### config.mk
export PLATFORM = sky130hd
export DESIGN_NAME = alu_seq
export DESIGN_NICKNAME = d
export VERILOG_FILES = /design/src/rtl/alu_pkg.sv /design/src/rtl/alu_seq_mul.sv /design/src/rtl/alu_seq.sv
export SDC_FILE = /design/constraint.sdc
export NUM_CORES = 1
export LEC_CHECK = 0
export ABC_AREA = 1
export BUFFER_PORTS_ARGS = -buffer_cell sky130_fd_sc_hd__buf_2
export CAP_MARGIN = 5
export CORE_UTILIZATION = 30
export CTS_CLUSTER_SIZE = 8
export DETAILED_ROUTE_END_ITERATION = 10
export HOLD_SLACK_MARGIN = 0.03
export MAX_ROUTING_LAYER = met4
export SLEW_MARGIN = 25
export SYNTH_ARGS = -nofsm -noshare
export SYNTH_HDL_FRONTEND = slang
export SYNTH_HIERARCHICAL = 1
export SYNTH_SLANG_ARGS = --single-unit
### constraint.sdc
create_clock -name clk -period 3.2 [get_ports clk]
set_input_delay 0.32 -clock clk [delete_from_list [all_inputs] [get_ports clk]]
set_output_delay 0.32 -clock clk [all_outputs]
set_load 0.02 [all_outputs]
### src/rtl/alu_pkg.sv
// ============================================================================
// Package : alu_pkg
// Brief   : Shared opcode encodings, flag bit positions and FSM state type
//           for the sequential ALU and its multiplier.
// Rev     : 1.0  initial release
// ============================================================================
`default_nettype none

package alu_pkg;

  // Opcode encoding, unchanged from the combinational 4-bit ALU
  localparam logic [3:0] OP_ADD  = 4'h0;
  localparam logic [3:0] OP_ADC  = 4'h1;
  localparam logic [3:0] OP_SUB  = 4'h2;
  localparam logic [3:0] OP_SBB  = 4'h3;
  localparam logic [3:0] OP_SHL  = 4'h4;
  localparam logic [3:0] OP_SHR  = 4'h5;
  localparam logic [3:0] OP_AND  = 4'h6;
  localparam logic [3:0] OP_OR   = 4'h7;
  localparam logic [3:0] OP_NOT  = 4'h8;
  localparam logic [3:0] OP_XOR  = 4'h9;
  localparam logic [3:0] OP_NAND = 4'hA;
  localparam logic [3:0] OP_NOR  = 4'hB;
  localparam logic [3:0] OP_MUL  = 4'hC;
  localparam logic [3:0] OP_MULH = 4'hD;
  localparam logic [3:0] OP_CMP  = 4'hE;
  localparam logic [3:0] OP_RSVD = 4'hF;

  // Bit positions inside the 4-bit flags word
  localparam int F_C  = 0;
  localparam int F_B  = 1;
  localparam int F_Z  = 2;
  localparam int F_LT = 3;

  // Control FSM states
  typedef enum logic [1:0] {
    IDLE = 2'd0,
    BUSY = 2'd1,
    HOLD = 2'd2
  } state_t;

  // True for the opcodes that go through the iterative multiplier
  function automatic logic is_mul_op(input logic [3:0] op);
    return (op == OP_MUL) || (op == OP_MULH);
  endfunction

endpackage

`default_nettype wire

### src/rtl/alu_seq_mul.sv
// ============================================================================
// Module : alu_seq_mul
// Brief  : Iterative shift-add multiplier. One partial product per cycle,
//          LSB-first over the multiplier operand; WIDTH cycles after start.
//          o_prod carries the accumulator value including the current
//          iteration, so it is the finished product while o_done is high.
// Rev    : 1.0  initial release
// ============================================================================
`default_nettype none

module alu_seq_mul #(
  parameter int WIDTH = 4
) (
  input  logic                 clk,
  input  logic                 rst_n,
  input  logic                 i_start,
  input  logic [WIDTH-1:0]     i_a,
  input  logic [WIDTH-1:0]     i_b,
  output logic                 o_done,
  output logic [2*WIDTH-1:0]   o_prod
);

  localparam int              c_cw   = $clog2(WIDTH);
  localparam logic [c_cw-1:0] c_last = c_cw'(WIDTH - 1);

  logic                 r_run;
  logic [c_cw-1:0]      r_cnt;
  logic [2*WIDTH-1:0]   r_acc;
  logic [2*WIDTH-1:0]   r_mcand;
  logic [WIDTH-1:0]     r_mplier;
  logic [2*WIDTH-1:0]   w_acc_next;

  // Add the shifted multiplicand when the current multiplier bit is set
  always_comb begin
    w_acc_next = r_acc + (r_mplier[0] ? r_mcand : '0);
  end

  assign o_done = r_run && (r_cnt == c_last);
  assign o_prod = w_acc_next;

  // Load operands on start, then step one multiplier bit per cycle
  always_ff @(posedge clk or negedge rst_n) begin
    if (!rst_n) begin
      r_run    <= 1'b0;
      r_cnt    <= '0;
      r_acc    <= '0;
      r_mcand  <= '0;
      r_mplier <= '0;
    end else if (i_start) begin
      r_run    <= 1'b1;
      r_cnt    <= '0;
      r_acc    <= '0;
      r_mcand  <= {{WIDTH{1'b0}}, i_a};
      r_mplier <= i_b;
    end else if (r_run) begin
      r_acc    <= w_acc_next;
      r_mcand  <= r_mcand << 1;
      r_mplier <= r_mplier >> 1;
      r_cnt    <= r_cnt + 1'b1;
      if (r_cnt == c_last) begin
        r_run <= 1'b0;
      end
    end
  end

endmodule

`default_nettype wire

### src/rtl/alu_seq.sv
// ============================================================================
// Module : alu_seq
// Brief  : Registered ALU with valid/ready handshakes on both sides, internal
//          carry/borrow state for multi-word ADC/SBB chains, barrel shifts
//          and an iterative multiplier for MUL/MULH.
// Rev    : 1.0  initial release
// ============================================================================
`default_nettype none

module alu_seq #(
  parameter int WIDTH = 4,
  parameter int SHW   = 2
) (
  input  logic             clk,
  input  logic             rst_n,
  input  logic             in_valid,
  output logic             in_ready,
  input  logic [3:0]       mode,
  input  logic [WIDTH-1:0] a,
  input  logic [WIDTH-1:0] b,
  input  logic             flag_clr,
  output logic             out_valid,
  input  logic             out_ready,
  output logic [WIDTH-1:0] c,
  output logic [3:0]       flags
);

  import alu_pkg::*;

  state_t             r_state;
  logic               r_out_valid;
  logic [WIDTH-1:0]   r_c;
  logic [3:0]         r_flags;
  logic               r_mul_high;
  logic               r_mul_lt;

  logic               w_accept;
  logic               w_is_mul;
  logic               w_lt;
  logic [WIDTH:0]     w_sum;
  logic [WIDTH:0]     w_dif;
  logic [WIDTH-1:0]   w_res;
  logic               w_cy;
  logic               w_bo;
  logic [3:0]         w_flags_next;
  logic               w_mul_done;
  logic [2*WIDTH-1:0] w_mul_prod;
  logic [WIDTH-1:0]   w_mul_res;

  assign in_ready  = (r_state == IDLE) || ((r_state == HOLD) && out_ready);
  assign w_accept  = in_valid && in_ready;
  assign w_is_mul  = is_mul_op(mode);
  assign w_lt      = (a < b);
  assign out_valid = r_out_valid;
  assign c         = r_c;
  assign flags     = r_flags;

  // Single-cycle datapath; carry/borrow default to their held values
  always_comb begin
    w_sum = '0;
    w_dif = '0;
    w_res = '0;
    w_cy  = r_flags[F_C];
    w_bo  = r_flags[F_B];
    case (mode)
      OP_ADD: begin
        w_sum = {1'b0, a} + {1'b0, b};
        w_res = w_sum[WIDTH-1:0];
        w_cy  = w_sum[WIDTH];
      end
      OP_ADC: begin
        w_sum = {1'b0, a} + {1'b0, b} + {{WIDTH{1'b0}}, r_flags[F_C]};
        w_res = w_sum[WIDTH-1:0];
        w_cy  = w_sum[WIDTH];
      end
      OP_SUB: begin
        w_dif = {1'b0, a} - {1'b0, b};
        w_res = w_dif[WIDTH-1:0];
        w_bo  = w_dif[WIDTH];
      end
      OP_SBB: begin
        w_dif = {1'b0, a} - {1'b0, b} - {{WIDTH{1'b0}}, r_flags[F_B]};
        w_res = w_dif[WIDTH-1:0];
        w_bo  = w_dif[WIDTH];
      end
      OP_SHL:  w_res = a << b[SHW-1:0];
      OP_SHR:  w_res = a >> b[SHW-1:0];
      OP_AND:  w_res = a & b;
      OP_OR:   w_res = a | b;
      OP_NOT:  w_res = ~a;
      OP_XOR:  w_res = a ^ b;
      OP_NAND: w_res = ~(a & b);
      OP_NOR:  w_res = ~(a | b);
      OP_CMP: begin
        w_dif = {1'b0, a} - {1'b0, b};
        w_res = a;
        w_bo  = w_dif[WIDTH];
      end
      OP_RSVD: w_res = '0;
      default: w_res = '0;
    endcase
  end

  // Assemble the flags word for a single-cycle result
  always_comb begin
    w_flags_next       = '0;
    w_flags_next[F_C]  = w_cy;
    w_flags_next[F_B]  = w_bo;
    w_flags_next[F_Z]  = (w_res == '0);
    w_flags_next[F_LT] = w_lt;
  end

  alu_seq_mul #(
    .WIDTH (WIDTH)
  ) u_mul (
    .clk     (clk),
    .rst_n   (rst_n),
    .i_start (w_accept && w_is_mul),
    .i_a     (a),
    .i_b     (b),
    .o_done  (w_mul_done),
    .o_prod  (w_mul_prod)
  );

  assign w_mul_res = r_mul_high ? w_mul_prod[2*WIDTH-1:WIDTH] : w_mul_prod[WIDTH-1:0];

  // Control FSM with registered result/flags; flag_clr overrides C/B last
  always_ff @(posedge clk or negedge rst_n) begin
    if (!rst_n) begin
      r_state     <= IDLE;
      r_out_valid <= 1'b0;
      r_c         <= '0;
      r_flags     <= '0;
      r_mul_high  <= 1'b0;
      r_mul_lt    <= 1'b0;
    end else begin
      if (w_accept) begin
        if (w_is_mul) begin
          // LT is captured now because operands may change while busy
          r_state     <= BUSY;
          r_out_valid <= 1'b0;
          r_mul_high  <= (mode == OP_MULH);
          r_mul_lt    <= w_lt;
        end else begin
          r_state     <= HOLD;
          r_out_valid <= 1'b1;
          r_c         <= w_res;
          r_flags     <= w_flags_next;
        end
      end else if (r_state == BUSY) begin
        if (w_mul_done) begin
          r_state        <= HOLD;
          r_out_valid    <= 1'b1;
          r_c            <= w_mul_res;
          r_flags[F_Z]   <= (w_mul_res == '0);
          r_flags[F_LT]  <= r_mul_lt;
        end
      end else if ((r_state == HOLD) && out_ready) begin
        r_state     <= IDLE;
        r_out_valid <= 1'b0;
      end
      if (flag_clr) begin
        r_flags[F_C] <= 1'b0;
        r_flags[F_B] <= 1'b0;
      end
    end
  end

endmodule

`default_nettype wire
==> key figures <==
Final layout
  • Antenna diodes: 0
  • Layout net count: 552
  • Fraction of final layout cells sized beyond drive strength 1: 0.102
  • Area delta synth->final: 10.2%
  • Fillers: 1128
  • Non-filler instance count after layout: 644
  • Post-route cell area: 3500 um2
  • Final Util: 0.341

STA
  • Fin. max-slew vios: 0
  • RSZ-0062 raised after global routing: no
  • Fmax: 394 MHz
  • Final period utilization: 0.794
  • Minimum clock period: 2.54 ns
  • Slew of the pin with the lowest slew margin: 0.808 ns
  • Skew final: 0.00586 ns
  • Hold WS: 0.128 ns
  • Setup TNS: 0 ns
  • Final setup violation count: 0
  • Slew margin rel.: 0.462
  • Final hold vios: 0

Worst setup path
  • Crit Path Class: reg -> reg
  • R2r setup slk: 0.66 ns
  • Critical Path Start Type: flip-flop
  • CP endpoint kind: flip-flop
  • CP Max Fanout: 9
  • Worst setup path startpoint: u_mul/r_mplier[0]
  • Crit path required time: 3.42 ns
  • RR Endpoint: flags[2]
  • FF-to-FF Start: u_mul/r_mplier[0]
  • FF-to-FF path depth: 14
  • Crit path arrival time: 2.76 ns

Global route
  • First-pass GRT wire length: 14.2 mm
  • Vias in the first global route: 2934
  • GRT Total Usage: 0.163
  • Overflow after GRT: 0
  • Largest net degree at the start of global routing: 36
  • Initial antenna violation count: 0

Detailed routing
  • Drt pass-1 iters: 5
  • Post-Route WL: 8.29 mm
  • WL per Instance: 12.9 um
  • Detail Route Antenna Nets: 0
  • DR vias/cell: 4.80
  • DRC Markers: 0
  • Iteration-0 DRC Markers: 191
  • Vias: 3091

Logic synthesis
  • Most frequent cell after synthesis: nand2_1
  • Syn. warnings: 6
  • Post-synth top cells: nand2_1, inv_1, nor2_1
  • Main synth FF type: dfrtp_1
  • Largest family of logic cells by synthesized area: simple AND/OR/NAND/NOR gates
  • Post-Synth Simple-Gate Area: 0.377
  • Top cell type's share of synthesized area: 0.276
  • Post-synthesis xor/xnor area fraction: 0.0161
  • Yosys reg bits: 35
  • Post-synth EDFFs: 0
  • Adder-Cell Fraction of Synth Area: 0.117
  • Portion of netlist area occupied by mux cells: 0.00630
  • Cell area after synthesis: 3180 um2
  • Asr flop ratio synth: 1.00
  • Syn Area/Cell: 6.59 um2
  • Seq/Total Area, Yosys: 0.276
  • Syn Nets: 527
  • Dominant cell type by area after synthesis: dfrtp_1
  • Area contributors post-synth: dfrtp_1, nand2_1, ha_1
  • Mapped Cells: 482
  • Synth unique cells: 40
  • Compound-cell area share of the yosys netlist: 0.103

Clocking
  • TritonCTS Buffers: 5
  • H-Tree Depth: 2
  • Clock transition at the registers of the reported paths: 0.07 ns
  • Worst-skew pair later-pin latency: 0.28 ns
  • Post-CTS Resized: 0
  • Root Buffer: clkbuf_8
  • CTS tree: done
  • Buffer depth of the longest clock path: 2
  • Post-CTS Setup Bufs: 0
  • Clock Sinks: 35
  • CTS Hold Buffers Added: 0

Job
  • Max Cap Viol: 0

Worst hold path
  • Hold Path Class: in -> async

Pwr
  • Max VDD drop: 0.269 mV
  • Lkg Pwr: 2.00 nW
  • Pwr Density: 581 nW/um2

Die
  • FP Rows: 37
  • Die height: 105 um
  • Die area: 11000 um2
  • Initial Util: 0.309
  • Chip width: 105 um
  • I/O pin cnt: 27
  • Core Area: 10300 um2

Run status
  • Status: completed

Place
  • # port buffers: 26
  • Placed cell count: 636
  • DP Wirelength: 6.59 mm
  • GPL Wtd Cong: 0.942
  • DP Area: 3420 um2
-- sequential cells by signal, indices dropped and copies added (netlist names), 2 cells and up --
| signal | cells |
|---|---|
| flags | 4 |
| u_mul/r_mplier | 4 |
| u_mul/r_mcand | 8 |
| c | 4 |
| u_mul/r_cnt | 2 |
| r_state | 2 |
| u_mul/r_acc | 8 |
-- cells by family (layout without fill, tap and decap cells) --
group | count (synthesis) | after routing
and+or+nand+nor | 278 | 278
buffers and inverters | 80 | 106
AOI/OAI and AO/OA | 54 | 54
DFF | 35 | 35
adders and majority gates | 28 | 28
xor gates and xnor gates | 5 | 5
muxes | 2 | 2
-- worst max path at each step --
stage               end  slack (ns)
5_1_grt        flags[2]        0.37
6_report       flags[2]        0.66
3_3_place_gp   flags[2]        0.65
2_1_floorplan  flags[2]        0.85
4_1_cts        flags[2]        0.65
3_5_place_dp   flags[2]        0.57
-- critical path, stage by stage, from the launching register on --
cell,delay [ns]
dfrtp_1,0.47
nand2_1,0.09
inv_1,0.04
ha_1,0.21
fa_1,0.41
nand2_1,0.08
nand2_1,0.06
and2_4,0.14
or2_1,0.21
and2_1,0.13
mux2i_1,0.18
nand2_1,0.08
nor3_1,0.16
nor2_1,0.09
a21oi_2,0.13
-- power by group --
part / internal (mW) / switching, mW / total, mW / leakage (nW)
logic: 0.372 / 0.618 / 0.990 / 1.51
registers: 0.611 / 0.129 / 0.740 / 0.448
clock network: 0.153 / 0.151 / 0.304 / 0.0422
-- layout by cell type (no fill, tap or decap), types with 4 or more instances in the layout --
master / synthesis / layout
xor2_1: 4 / 4
nor2_1: 53 / 53
nand3_1: 52 / 52
inv_2: 7 / 7
clkbuf_8: 0 / 5
nand2_1: 145 / 145
dfrtp_1: 35 / 35
inv_1: 63 / 63
nand3b_1: 5 / 5
a22o_1: 6 / 6
o22ai_1: 6 / 6
and2_1: 5 / 5
nor3_1: 4 / 4
a21oi_1: 15 / 15
ha_1: 25 / 25
buf_2: 2 / 26
o21ai_0: 17 / 17
-- stage by stage --
step                      setup WS (ns)  total power [mW]
final                             0.660              2.03
after global routing              0.370              2.24
after CTS                         0.646              2.06
after detailed placement          0.574              1.74
after global placement            0.651              1.72
after floorplan                   0.852              1.49
-- area by class of cell --
class | instances | area, um2 | area share
Multi-Input combinational cell | 367 | 1970 | 0.562
Inverter | 71 | 267 | 0.0762
Clock inverter | 1 | 5.00 | 0.00143
Timing Repair Buffer | 27 | 138 | 0.0393
Tap cell | 136 | 170 | 0.0486
Clock buffer | 7 | 76.3 | 0.0218
Sequential cell | 35 | 876 | 0.250
-- layer usage --
metal,GRT usage,up-vias,wire (um)
met1,0.222,1419,3990
li1,-,1587,-
met3,0.0187,2,431
met2,0.261,83,3830
met5,-,-,0
met4,0.0362,0,38
No activity file was read; power rests on OpenSTA's default activity.
